<file path="config.mk">
export PLATFORM = sky130hd
export DESIGN_NAME = store_fifo
export DESIGN_NICKNAME = d
export VERILOG_FILES = /design/src/rtl/store_fifo_pkg.sv /design/src/rtl/store_lane_align.sv /design/src/rtl/store_fifo.sv
export SDC_FILE = /design/constraint.sdc
export NUM_CORES = 1
export LEC_CHECK = 0
export ABC_CLOCK_PERIOD_IN_PS = 12300
export CAP_MARGIN = 25
export CORE_MARGIN = 2
export CORE_UTILIZATION = 55
export CTS_BUF_LIST = sky130_fd_sc_hd__clkbuf_8
export CTS_CLUSTER_DIAMETER = 50
export DETAILED_ROUTE_END_ITERATION = 10
export PLACE_DENSITY = 0.81
export SLEW_MARGIN = 20
export SYNTH_ARGS = -nofsm -noshare
export SYNTH_HDL_FRONTEND = slang
export SYNTH_SLANG_ARGS = --single-unit
export TNS_END_PERCENT = 20
</file>
<file path="constraint.sdc">
create_clock -name clk -period 12.3 [get_ports clk]
set_input_delay 2.46 -clock clk [delete_from_list [all_inputs] [get_ports clk]]
set_output_delay 2.46 -clock clk [all_outputs]
set_load 0.05 [all_outputs]
</file>
<file path="src/rtl/store_fifo_pkg.sv">
// Shared types and the store format rule for the commit-side store buffer.
package store_fifo_pkg;

  typedef enum logic [1:0] {
    SZ_BYTE = 2'd0,
    SZ_HALF = 2'd1,
    SZ_WORD = 2'd2,
    SZ_RSVD = 2'd3
  } store_size_t;

  typedef struct packed {
    logic [29:0] waddr;
    logic [31:0] data;
    logic [3:0]  strb;
  } store_entry_t;

  // Halves must sit on an even byte, words on a word boundary.
  function automatic logic store_format_ok(input store_size_t size, input logic [1:0] addr_lo);
    case (size)
      SZ_BYTE: return 1'b1;
      SZ_HALF: return !addr_lo[0];
      SZ_WORD: return addr_lo == 2'b00;
      default: return 1'b0;
    endcase
  endfunction

endpackage

</file>
<file path="src/rtl/store_lane_align.sv">
// Moves a right-justified store value onto its byte lanes and builds the strobes.
module store_lane_align
  import store_fifo_pkg::*;
(
  input  store_size_t size,
  input  logic [1:0]  addr_lo,
  input  logic [31:0] val,
  output logic [31:0] data,
  output logic [3:0]  strb,
  output logic        ok
);

  logic [4:0] shift;

  assign shift = {addr_lo, 3'b000};

  always_comb begin
    // NOTE: every output gets a default first so no path through the case infers a latch.
    data = '0;
    strb = '0;
    ok   = store_format_ok(size, addr_lo);
    case (size)
      SZ_BYTE: begin
        strb = 4'b0001 << addr_lo;
        data = {24'b0, val[7:0]} << shift;
      end
      SZ_HALF: begin
        strb = 4'b0011 << addr_lo;
        data = {16'b0, val[15:0]} << shift;
      end
      SZ_WORD: begin
        strb = 4'b1111;
        data = val;
      end
      default: ;
    endcase
  end

endmodule

</file>
<file path="src/rtl/store_fifo.sv">
// In-order store buffer between commit and the data memory write port.
// Optional STORE_FIFO_LOAD_HAZARD_EN adds the pending-store/load word compare.
module store_fifo
  import store_fifo_pkg::*;
#(
  parameter int DEPTH = 4,
  parameter int PTR_W = $clog2(DEPTH)
) (
  input  logic             clk,
  input  logic             reset,
  input  logic [31:0]      datafifo_addr_in,
  input  logic [31:0]      datafifo_val_in,
  input  logic [1:0]       datafifo_size_in,
  input  logic             datafifo_valid_in,
  output logic             datafifo_full,
  output logic [31:0]      mem_write_addr,
  output logic [31:0]      mem_write_data,
  output logic [3:0]       mem_write_strb,
  output logic             mem_write_valid,
  input  logic             mem_write_ready,
  output logic             empty,
  output logic [PTR_W:0]   count,
  output logic             error_overflow,
  output logic             error_format,
  input  logic [31:0]      load_check_addr,
  output logic             load_hazard
);

  logic [PTR_W:0] wr_ptr;
  logic [PTR_W:0] rd_ptr;
  store_entry_t   mem [DEPTH];
  store_entry_t   head;
  logic [31:0]    al_data;
  logic [3:0]     al_strb;
  logic           al_ok;
  logic           push;
  logic           pop;

  store_lane_align u_align (
    .size    (store_size_t'(datafifo_size_in)),
    .addr_lo (datafifo_addr_in[1:0]),
    .val     (datafifo_val_in),
    .data    (al_data),
    .strb    (al_strb),
    .ok      (al_ok)
  );

  // The wrap bit makes the subtraction distinguish full from empty.
  assign count         = wr_ptr - rd_ptr;
  assign datafifo_full = count == (PTR_W+1)'(DEPTH);
  assign empty         = count == '0;

  assign push = datafifo_valid_in && !datafifo_full && al_ok;
  assign pop  = mem_write_valid && mem_write_ready;

  always_ff @(posedge clk) begin
    // NOTE: state updates use non-blocking assignments so every reader sees pre-edge values.
    if (reset) begin
      wr_ptr         <= '0;
      rd_ptr         <= '0;
      error_overflow <= 1'b0;
      error_format   <= 1'b0;
    end else begin
      if (push) wr_ptr <= wr_ptr + (PTR_W+1)'(1);
      if (pop)  rd_ptr <= rd_ptr + (PTR_W+1)'(1);
      if (datafifo_valid_in && datafifo_full) error_overflow <= 1'b1;
      if (datafifo_valid_in && !al_ok)        error_format   <= 1'b1;
    end
  end

  // NOTE: storage is not reset; the pointers alone decide which entries are live.
  always_ff @(posedge clk) begin
    if (!reset && push)
      mem[wr_ptr[PTR_W-1:0]] <= '{waddr: datafifo_addr_in[31:2], data: al_data, strb: al_strb};
  end

  assign head            = mem[rd_ptr[PTR_W-1:0]];
  assign mem_write_valid = !empty;
  assign mem_write_addr  = {head.waddr, 2'b00};
  assign mem_write_data  = head.data;
  assign mem_write_strb  = head.strb;

`ifdef STORE_FIFO_LOAD_HAZARD_EN
  // Walk occupied slots from the head; the head counts until its handshake completes.
  always_comb begin : hazard_scan
    logic [PTR_W-1:0] idx;
    load_hazard = 1'b0;
    idx         = '0;
    for (int k = 0; k < DEPTH; k++) begin
      idx = rd_ptr[PTR_W-1:0] + PTR_W'(k);
      if (((PTR_W+1)'(k) < count) && (mem[idx].waddr == load_check_addr[31:2]))
        load_hazard = 1'b1;
    end
  end
`else
  logic unused_load_check;
  assign unused_load_check = ^load_check_addr;
  assign load_hazard       = 1'b0;
`endif

endmodule

</file>
Word-level counts from Yosys, hierarchy flattened
Memories as Yosys holds them, arrays and structs flattened. A register that Yosys moved wholly into a read port is not among the register bits.
Cells that the tools add are included.
{"block": "word_totals", "reg_bits": 8, "mem_bits_rw": 264, "wordCells": 36, "out_inout_bits": 77, "memories": 1, "input_bits": 102}
{"name": "mem", "words": 4, "word_bits": 66, "rd": 1, "rd_clocked_by_memory_dff": 1, "write_ports": 1, "line_no": "store_fifo.sv:31", "text": "store_entry_t mem [DEPTH];"}
{"block": "classes", "muxes": 7, "eq_ne": 3, "shifts": 4, "n_addsub": 3, "reduce_logical": 14}
{"operator": "$pmux 32 s3", "count": 1}
{"operator": "$shl 16x5->32", "count": 1}
{"operator": "$shl 8x5->32", "count": 1}
{"operator": "$pmux 4 s3", "count": 1}
{"operator": "$add 3x1->3 const B", "count": 2}
{"operator": "$logic_and 1x1->1", "count": 6}
{"operator": "$logic_not 1->1", "count": 5}
{"operator": "$logic_not 2->1", "count": 2}
{"operator": "$mux 2", "count": 2}
{"operator": "$shl 1x2->4 const A", "count": 1}
{"operator": "$shl 2x2->4 const A", "count": 1}
{"operator": "$eq 3x3->1 const B", "count": 1}
{"operator": "$logic_not 3->1", "count": 1}
{"operator": "$pmux 1 s3", "count": 1}
{"operator": "$sub 3x3->3", "count": 1}
{"operator": "$eq 2x1->1 const B", "count": 1}
{"operator": "$eq 2x2->1 const B", "count": 1}
{"operator": "$mux 1", "count": 2}

Logic depth before layout (Yosys ltp)
Gate-level depths: netlist of the first run.
{"block": "logic_depth", "depth_word": 8, "mapped_depth": 8, "depth_no_buf": 7}

By module
From an unflattened synthesis of the first run, not the netlist that was laid out.
{"block": "hier_totals", "hier_cells": 509, "hier_area_um2": 11029.3}
{"module": "store_fifo", "seq_area_each_um2": 8127.8, "area_each_um2": 10137.2, "n_inst": 1, "cells_per_inst": 415}
{"module": "store_lane_align", "seq_area_each_um2": 0.0, "area_each_um2": 892.1, "n_inst": 1, "cells_per_inst": 94}

Worst setup path after synthesis of the first run
OpenSTA, ideal clock, no wires.
{"block": "synth_timing", "path_type": "input to register", "from": "input port datafifo_size_in[0]", "to": "memory mem[3][0] (netlist name), enable pin", "path_stages": 4, "t_arrival_ns": 9.317, "slack_ns": 2.330, "cell_sequence": "clkbuf_1 nor3_1 o21ai_0 nor4_1"}
{"block": "synth_between", "elab_chain_len": 6, "word_cells_on_any_way": 8, "classes_between": "eq/ne (2); mux (3); reduce/logical (3)"}
{"item": "start: declaration", "line_no": "store_fifo.sv:13", "text": "input logic [1:0] datafifo_size_in,"}
{"item": "$eq 2x2->1 (tied with other cells)", "line_no": "store_fifo_pkg.sv:19", "text": "case (size)"}
{"item": "$pmux 1 s3 *", "line_no": "store_fifo_pkg.sv:19"}
{"item": "$logic_and 1x1->1 *", "line_no": "store_fifo.sv:53", "text": "assign push = datafifo_valid_in && !datafifo_full && al_ok;"}
{"item": "$logic_and 1x1->1 *", "line_no": "store_fifo.sv:73", "text": "if (!reset && push)"}
{"item": "$mux 1 *", "line_no": "store_fifo.sv:73"}
{"item": "$mux 1 (not written as such) *", "line_no": "store_fifo.sv:74", "text": "mem[wr_ptr[PTR_W-1:0]] <= '{waddr: datafifo_addr_in[31:2], data: al_data, strb: al_strb};"}
{"item": "end: declaration", "line_no": "store_fifo.sv:31"}
Mark *: on every way between the ends. The rest lies on a longest branch, timed or not.

==> flow_summary.toml, run 1 <==
[hold_path]
worstHoldStart = "error_overflow"
hold-path-endpoint = "error_overflow"
hold_class = "register to register"
hold_path_depth = 2

[clock_tree]
insertion_delay_ns = 0.52
post_cts_buffers = 0
cts_tree = "done"
numCtsBuffers = 43
post_cts_resized = 0
cts-root-buf = "clkbuf_8"
cts_buffer_depth = 3
cts_num_sinks = 274
htreeDepth = 2
cts.clk_slew.worst_paths_ns = 0.06
cts_hold_buf = 0

[global_route]
grt_pass1_vias = 5656
grt_first_pass_wirelength_um = 31000
antenna_found_initial = 0
grt_max_degree = 67
track_usage = 0.203
overflow = 0

[synth]
seq_area_frac_synth = 0.769
syn_area_um2 = 10600
yosysUniqueCellTypes = 34
yosys_warnings = 0
syn_inst = 504
ys_seq_elements = 274
synth.avg_cell_area_um2 = 21.0

[finish]
diodes = 0
area_growth_pct = 22.5
drive_gt1_frac = 0.185
final-seq-area_um2 = 8140
fin_nets = 780
fill_cells = 1166
postLayoutCellArea_um2 = 12900
multi_input_area_um2 = 2290
utilization = 0.690

[route]
wl_um = 20200
drt_first_pass_iters = 5
vias = 5393
route.met2.wl_um = 9810
m1WireLength_um = 8240
ant_nets = 0
wl_met3_um = 1780
highest_layer = "met4"
drt-initial-drc-count = 438
viasPerCell = 5.82
wl_per_cell_um = 21.8
drc = 0

[run_status]
status = "complete, no violations"

[worst_setup_path]
required_ns = 9.84
r2r_start = "wr_ptr[0]"
cp.arrival_ns = 3.36
reg2reg_to = "mem[0][62]"
startpoint_type = "register"
r2r_cells = 7
r2r_setup_slack_ns = 9.14
criticalPathCategory = "register to primary output"
end_kind = "primary output"
path_max_fanout = 43

[die]
die_y_um = 143
dieArea_um2 = 20400
start_util = 0.563
row_count = 50
die_w_um = 143
coreArea_um2 = 18800
io_pins = 179

[place]
pre_cts_ws_ns = 6.84
gp_congestion = 1.08
placed_cell_area_um2 = 12200
dp_hpwl_um = 12000
io_buffer_count = 143

[timing]
worst_pin_slew_ns = 1.01
layout_setup_ws_ns = 6.48
rsz0062_at_grt = "no"
drv_slew = 0
period_share = 0.473
min_period_ns = 5.82
setup_viol = 0
setup_tns_ns = 0
max_freq_ghz = 0.172
maxSlewHeadroom = 0.330
finalHoldViolations = 0
finalClockSkew_ns = 0.0108

[power]
p_per_area_nw_per_um2 = 200
p_leak_nw = 4.20
ir_drop_mv = 0.243

[flow_run]
drv_cap = 0
[Yosys cell counts]
cell | count | area, um2
edfxtp_1 | 264 | 7930
mux4_2 | 66 | 1490
o21ai_0 | 23 | 115
nand2_1 | 20 | 75.1
nor2_1 | 15 | 56.3
clkbuf_1 | 14 | 52.6
inv_1 | 13 | 48.8
nor2b_1 | 13 | 81.3
a22oi_1 | 11 | 82.6
dfxtp_1 | 10 | 200
buf_2 | 7 | 35.0
a21oi_1 | 6 | 30.0
ha_1 | 6 | 75.1
a222oi_1 | 5 | 50.1
and2_1 | 3 | 18.8
buf_4 | 3 | 22.5
mux2i_1 | 3 | 30.0
nand2b_1 | 3 | 18.8
buf_1 | 2 | 7.51
nor3_1 | 2 | 10.0
or2_2 | 2 | 12.5
and3b_1 | 1 | 8.76
buf_6 | 1 | 11.3
conb_1 | 1 | 3.75
fa_1 | 1 | 20.0
mux2_2 | 1 | 11.3
nor2b_4 | 1 | 13.8
nor4_1 | 1 | 6.26
o21bai_1 | 1 | 7.51
o31ai_1 | 1 | 7.51
or3_1 | 1 | 6.26
or4_1 | 1 | 7.51
xor2_1 | 1 | 8.76
xor3_2 | 1 | 25.0
[where the power goes]
| group | total [mW] | internal [mW] | switching, mW |
|---|---|---|---|
| combinational | 0.838 | 0.326 | 0.512 |
| sequential | 1.10 | 1.06 | 0.0454 |
| clock | 0.647 | 0.338 | 0.309 |
| total | 2.59 | 1.72 | 0.867 |
[metal layers]
metal	vias to the layer above	global-route usage
li1	2384	-
met5	-	0
met1	2690	0.279
met3	40	0.0573
met4	0	0.0578
met2	279	0.326
[worst max path at each step]
stage | startpoint | to | slack [ns] | depth (start not counted)
final | register | mem_write_data[8] | 6.48 | 3
after global routing | register | mem_write_data[9] | 6.22 | 3
after CTS | register | mem_write_data[14] | 6.36 | 3
after detailed placement | datafifo_addr_in[0] | mem[0][45] | 6.84 | 5
after global placement | register | mem_write_data[14] | 6.93 | 3
after floorplan | datafifo_size_in[0] | mem[3][0] | 2.33 | 4
[cell type report]
cell class	count	area share
Sequential cell	274	0.628
Tap cell	234	0.0226
Clock buffer	46	0.0489
Clock inverter	20	0.00589
Timing Repair Buffer	147	0.114
Multi-Input combinational cell	192	0.177
Inverter	13	0.00377
[stage by stage]
step / hold slack (ns) / total power [mW] / cells
finish: 0.493 / 2.59 / 926
global route: 0.534 / 2.69 / 926
floorplan: 0.452 / 1.70 / 506
detailed placement: 0.474 / 1.97 / 859
global placement: 0.456 / 1.96 / 859
CTS: 0.502 / 2.61 / 925
[layout by cell type (no fill, tap or decap)]
| cell | count |
|---|---|
| dfxtp_4 | 2 |
| o21ai_0 | 23 |
| ha_1 | 6 |
| a21oi_1 | 6 |
| fa_1 | 1 |
| buf_12 | 1 |
| inv_1 | 23 |
| buf_4 | 3 |
| a222oi_1 | 5 |
| or3_1 | 1 |
| nor2b_4 | 1 |
| mux2_2 | 1 |
| nand2_1 | 20 |
| nor4_2 | 1 |
| xor3_2 | 1 |
| or2_2 | 2 |
| nor2b_1 | 13 |
| clkinv_2 | 1 |
| or4_1 | 1 |
| clkinv_1 | 9 |
| nor2_1 | 15 |
| xor2_1 | 1 |
| and3b_1 | 1 |
| o21bai_1 | 1 |
| edfxtp_1 | 264 |
| o31ai_1 | 1 |
| clkdlybuf4s50_1 | 143 |
| nor3_1 | 2 |
| and2_4 | 3 |
| conb_1 | 3 |
| mux2i_1 | 3 |
| nand2b_1 | 3 |
| a22oi_1 | 11 |
| mux4_2 | 66 |
| clkbuf_8 | 46 |
| dfxtp_1 | 8 |
[logic make-up (layout without fill, tap and decap cells)]
kind of cell,count (synthesis),in the layout,share of synthesized area
DFF,274,274,0.769
and+or+nand+nor,63,63,0.0298
AOI/OAI and AO/OA,47,47,0.0277
buffers and inverters,40,226,0.0168
other,1,3,0.000355
adders and majority gates,7,7,0.00899
xor gates and xnor gates,2,2,0.00319
muxes,70,70,0.144
[registers in the layout, summed over array words and instances, names as in the netlist, named ones only]
signal / count
error_overflow: 1
rd_ptr: 3
wr_ptr: 3
mem: 264
error_format: 1
[worst max-delay path, stage by stage, from the launching register on]
cell and delay (ns):
dfxtp_4 0.66, buf_4 0.78, mux4_2 0.59, clkdlybuf4s50_1 0.77
Power figures use the tool's default switching activity.
==> inputs of run 2 (changes only) <==
- ABC_CLOCK_PERIOD_IN_PS: 12300 -> 5600
- clock period: 12.3 -> 5.6 ns (I/O delays scaled with it)
==> flow_summary.toml, run 2 (synthesis results as in run 1) <==
[timing]
min_period_ns = 4.23
worst_pin_slew_ns = 0.981
finalHoldViolations = 0
maxSlewHeadroom = 0.346
setup_tns_ns = 0
max_freq_ghz = 0.237
drv_slew = 0
setup_viol = 0
period_share = 0.755
rsz0062_at_grt = "no"
finalClockSkew_ns = 0.0141

[clock_tree]
post_cts_resized = 0
post_cts_buffers = 0
cts.clk_slew.worst_paths_ns = 0.06
cts_tree = "done"
cts_num_sinks = 274
cts_hold_buf = 0
cts_buffer_depth = 3
insertion_delay_ns = 0.53
cts-root-buf = "clkbuf_8"
numCtsBuffers = 42
htreeDepth = 2

[route]
drc = 0
drt-initial-drc-count = 644
wl_um = 20700
vias = 5558
wl_per_cell_um = 22.0
drt_first_pass_iters = 5
wl_met3_um = 1720
m1WireLength_um = 8450
route.met2.wl_um = 10100
highest_layer = "met4"
viasPerCell = 5.91
ant_nets = 0

[worst_setup_path]
r2r_cells = 8
criticalPathCategory = "register to primary output"
r2r_start = "wr_ptr[0]"
r2r_setup_slack_ns = 2.53
end_kind = "primary output"
path_max_fanout = 4
required_ns = 4.48
crit_start = "wr_ptr[0]"
reg2reg_to = "mem[1][36]"
startpoint_type = "register"
cp.arrival_ns = 3.11

[die]
io_pins = 179
start_util = 0.563
coreArea_um2 = 18800
die_w_um = 143
row_count = 50
dieArea_um2 = 20400
die_y_um = 143

[finish]
layout_common_cells = "264 x edfxtp_1, 143 x clkdlybuf4s50_1, 66 x mux4_2"
postLayoutCellArea_um2 = 13100
largest_register_ffs = 264
fill_cells = 1141
area_growth_pct = 24.0
drive_gt1_frac = 0.193
fin_nets = 783
diodes = 0
final_common_cell = "edfxtp_1"

[hold_path]
hold_path_depth = 2
hold_class = "register to register"
hold-path-endpoint = "wr_ptr[2]"
worstHoldStart = "wr_ptr[2]"

[global_route]
track_usage = 0.208
grt_pass1_vias = 5793
antenna_found_initial = 0
grt_max_degree = 67
grt_first_pass_wirelength_um = 31600
overflow = 0

[flow_run]
drv_cap = 0

[power]
p_per_area_nw_per_um2 = 441
power_mw = 5.78
ir_drop_mv = 0.394
p_leak_nw = 4.27

[run_status]
status = "complete, no violations"

[place]
dp_hpwl_um = 12700
gp_congestion = 1.05
io_buffer_count = 143
placed_cell_area_um2 = 12300
run 2: changes by cell type in the layout (fill, tap and decap cells not counted), sizes merged:
| cell | delta |
|---|---|
| inv | +2 |
| clkinv | +7 |
| buf | +4 |
| bufinv | +1 |
| clkinvlp | +1 |
| clkbuf | -1 |
run 2: layout make-up:
type                       count  area (um2)  area share
sequential                   274        8130       0.620
multi-input combinational    192        2300       0.175
timing repair buffer         151        1560       0.119
clock buffer                  45         619      0.0473
tap                          234         293      0.0223
clock inverter                31         151      0.0116
inverter                      13        48.8     0.00372
run 2: worst max-delay path, stage by stage (launching register included):
cell and delay [ns]:
dfxtp_1 0.39, inv_1 0.13, ha_1 0.23, fa_1 0.38, xor3_2 0.27, or2_2 0.32
inv_1 0.05, clkdlybuf4s50_1 0.79
run 2: how the worst max path moves through the flow:
stage / to / slack (ns) / depth (start not counted)
4_1_cts: mem_write_data[1] / 1.31 / 3
6_report: empty / 1.37 / 7
3_5_place_dp: mem[1][47] / 1.46 / 5
2_1_floorplan: mem[3][0] / 1.26 / 7
3_3_place_gp: mem[0][47] / 1.53 / 5
5_1_grt: empty / 1.22 / 7
run 2: report_power, final:
part           internal, mW  total, mW  switching [mW]
combinational         0.731       1.87            1.14
sequential             2.32       2.41          0.0932
clock                 0.787       1.49           0.707
total                  3.84       5.78            1.94
run 2: metrics by stage:
step | cells | worst slack (ns) | utilization | hold WS, ns
after global routing | 940 | 1.22 | 0.698 | 0.491
after floorplan | 506 | 1.26 | - | 0.452
after detailed placement | 861 | 1.46 | 0.653 | 0.470
after global placement | 861 | 1.53 | 0.653 | 0.451
final | 940 | 1.37 | 0.698 | 0.482
after CTS | 937 | 1.31 | 0.694 | 0.479
run 2: layer usage:
layer / vias up / track usage
met1: 2811 / 0.287
li1: 2407 / -
met3: 37 / 0.0459
met2: 303 / 0.343
met5: - / 0
met4: 0 / 0.0552
==> inputs of run 3 (changes only) <==
- ABC_CLOCK_PERIOD_IN_PS: 5600 -> 4200
- clock period: 5.6 -> 4.2 ns (I/O delays scaled with it)
==> flow_summary.toml, run 3 (synthesis results as in run 1) <==
[global_route]
grt_first_pass_wirelength_um = 31700
grt_pass1_vias = 5740
antenna_found_initial = 0
overflow = 0
grt_max_degree = 67
track_usage = 0.208

[hold_path]
hold_class = "register to register"

[place]
io_buffer_count = 143
dp.cells = 867
gp_congestion = 1.07
dp_hpwl_um = 13300

[die]
die_y_um = 143
row_count = 50
coreArea_um2 = 18800
die_w_um = 143
io_pins = 179
start_util = 0.563
dieArea_um2 = 20400

[finish]
diodes = 0
multi_input_area_um2 = 2310
final-seq-area_um2 = 8140
final_common_cell = "edfxtp_1"
stdcell_count = 942
fin_nets = 785
drive_gt1_frac = 0.209
area_growth_pct = 24.9
layout_common_cells = "264 x edfxtp_1, 143 x clkdlybuf4s50_1, 66 x mux4_2"
largest_register_ffs = 264
fill_cells = 1138

[timing]
worst_pin_slew_ns = 0.778
min_period_ns = 3.78
finalClockSkew_ns = 0.0178
maxSlewHeadroom = 0.480
rsz0062_at_grt = "no"
max_freq_ghz = 0.265
finalHoldViolations = 0
period_share = 0.900
drv_slew = 0
setup_viol = 0
whs_ns = 0.493

[power]
p_per_area_nw_per_um2 = 588
p_leak_nw = 4.31
combPwrFrac = 0.331
seqPwrFrac = 0.408
power.switching_mw = 2.60
swShare = 0.335
internal_power_mw = 5.17
clkPwrFrac = 0.261
ir_drop_mv = 0.586

[route]
ant_nets = 0
drt-initial-drc-count = 484
drt_first_pass_iters = 6
drc = 0
wl_um = 20600
vias = 5524
viasPerCell = 5.86
wl_per_cell_um = 21.9

[clock_tree]
post_cts_buffers = 0
cts-root-buf = "clkbuf_8"
cts_buffer_depth = 3
insertion_delay_ns = 0.52
cts.clk_slew.worst_paths_ns = 0.06
htreeDepth = 2
cts_tree = "done"
numCtsBuffers = 41
cts_hold_buf = 0
cts_num_sinks = 274
post_cts_resized = 0

[worst_setup_path]
path_cells = "inv_2, ha_4, fa_2, nand2_1, or2_2, inv_1, clkdlybuf4s50_1"
criticalPathCategory = "register to primary output"
path_max_fanout = 4
startpoint_type = "register"
end_kind = "primary output"
cp.arrival_ns = 2.94
required_ns = 3.36
slowest_delay_ns = 0.81
cpMaxStageDelayCell = "clkdlybuf4s50_1"

[flow_run]
drv_cap = 0

[run_status]
status = "complete, no violations"
## run 3: metrics by stage
step	power (mW)	setup WS [ns]	cell area, um2	setup TNS, ns	utilization
6_report	7.77	0.419	13200	0	0.703
3_3_place_gp	5.78	0.710	12400	0	0.662
2_1_floorplan	5.01	-0.0502	10600	-3.31	-
5_1_grt	8.06	0.301	13200	0	0.703
4_1_cts	7.85	0.371	13200	0	0.703
3_5_place_dp	5.81	0.620	12400	0	0.662
## run 3: metal layers
metal | up-vias | track usage | wire length, um
met2 | 325 | 0.342 | 10200
met1 | 2759 | 0.288 | 8160
li1 | 2407 | - | -
met4 | 0 | 0.0552 | 320
met5 | - | 0 | 0
met3 | 33 | 0.0483 | 1960
## run 3: final timing paths
| path | depth (start not counted) | slack, ns | start | to |
|---|---|---|---|---|
| setup reg to reg | 8 | 1.44 | wr_ptr[0] | mem[2][26] |
| hold reg to reg | 2 | 0.49 | error_overflow | error_overflow |
| setup / recovery | 7 | 0.42 | wr_ptr[0] | empty |
| hold / removal | 2 | 0.49 | error_overflow | error_overflow |
## run 3: power groups by stage
stage	clock [mW]	combinational [mW]	sequential [mW]
2_1_floorplan	0	1.83	3.18
6_report	2.03	2.57	3.17
4_1_cts	2.08	2.60	3.17
5_1_grt	2.20	2.68	3.18
3_3_place_gp	0	2.56	3.22
3_5_place_dp	0	2.59	3.23
## run 3: worst max-delay path: cells and delay by family (launching register included)
family / cells / cell delay, ns
DFF: 1 / 0.36
buffers and inverters: 3 / 0.96
adders and majority gates: 2 / 0.70
and+or+nand+nor: 2 / 0.41
## run 3: layout make-up
cell class	instances	share of cell area
sequential	274	0.616
multi-input combinational	192	0.175
timing repair buffer	154	0.123
clock buffer	43	0.0448
tap	234	0.0222
clock inverter	32	0.0146
inverter	13	0.00370
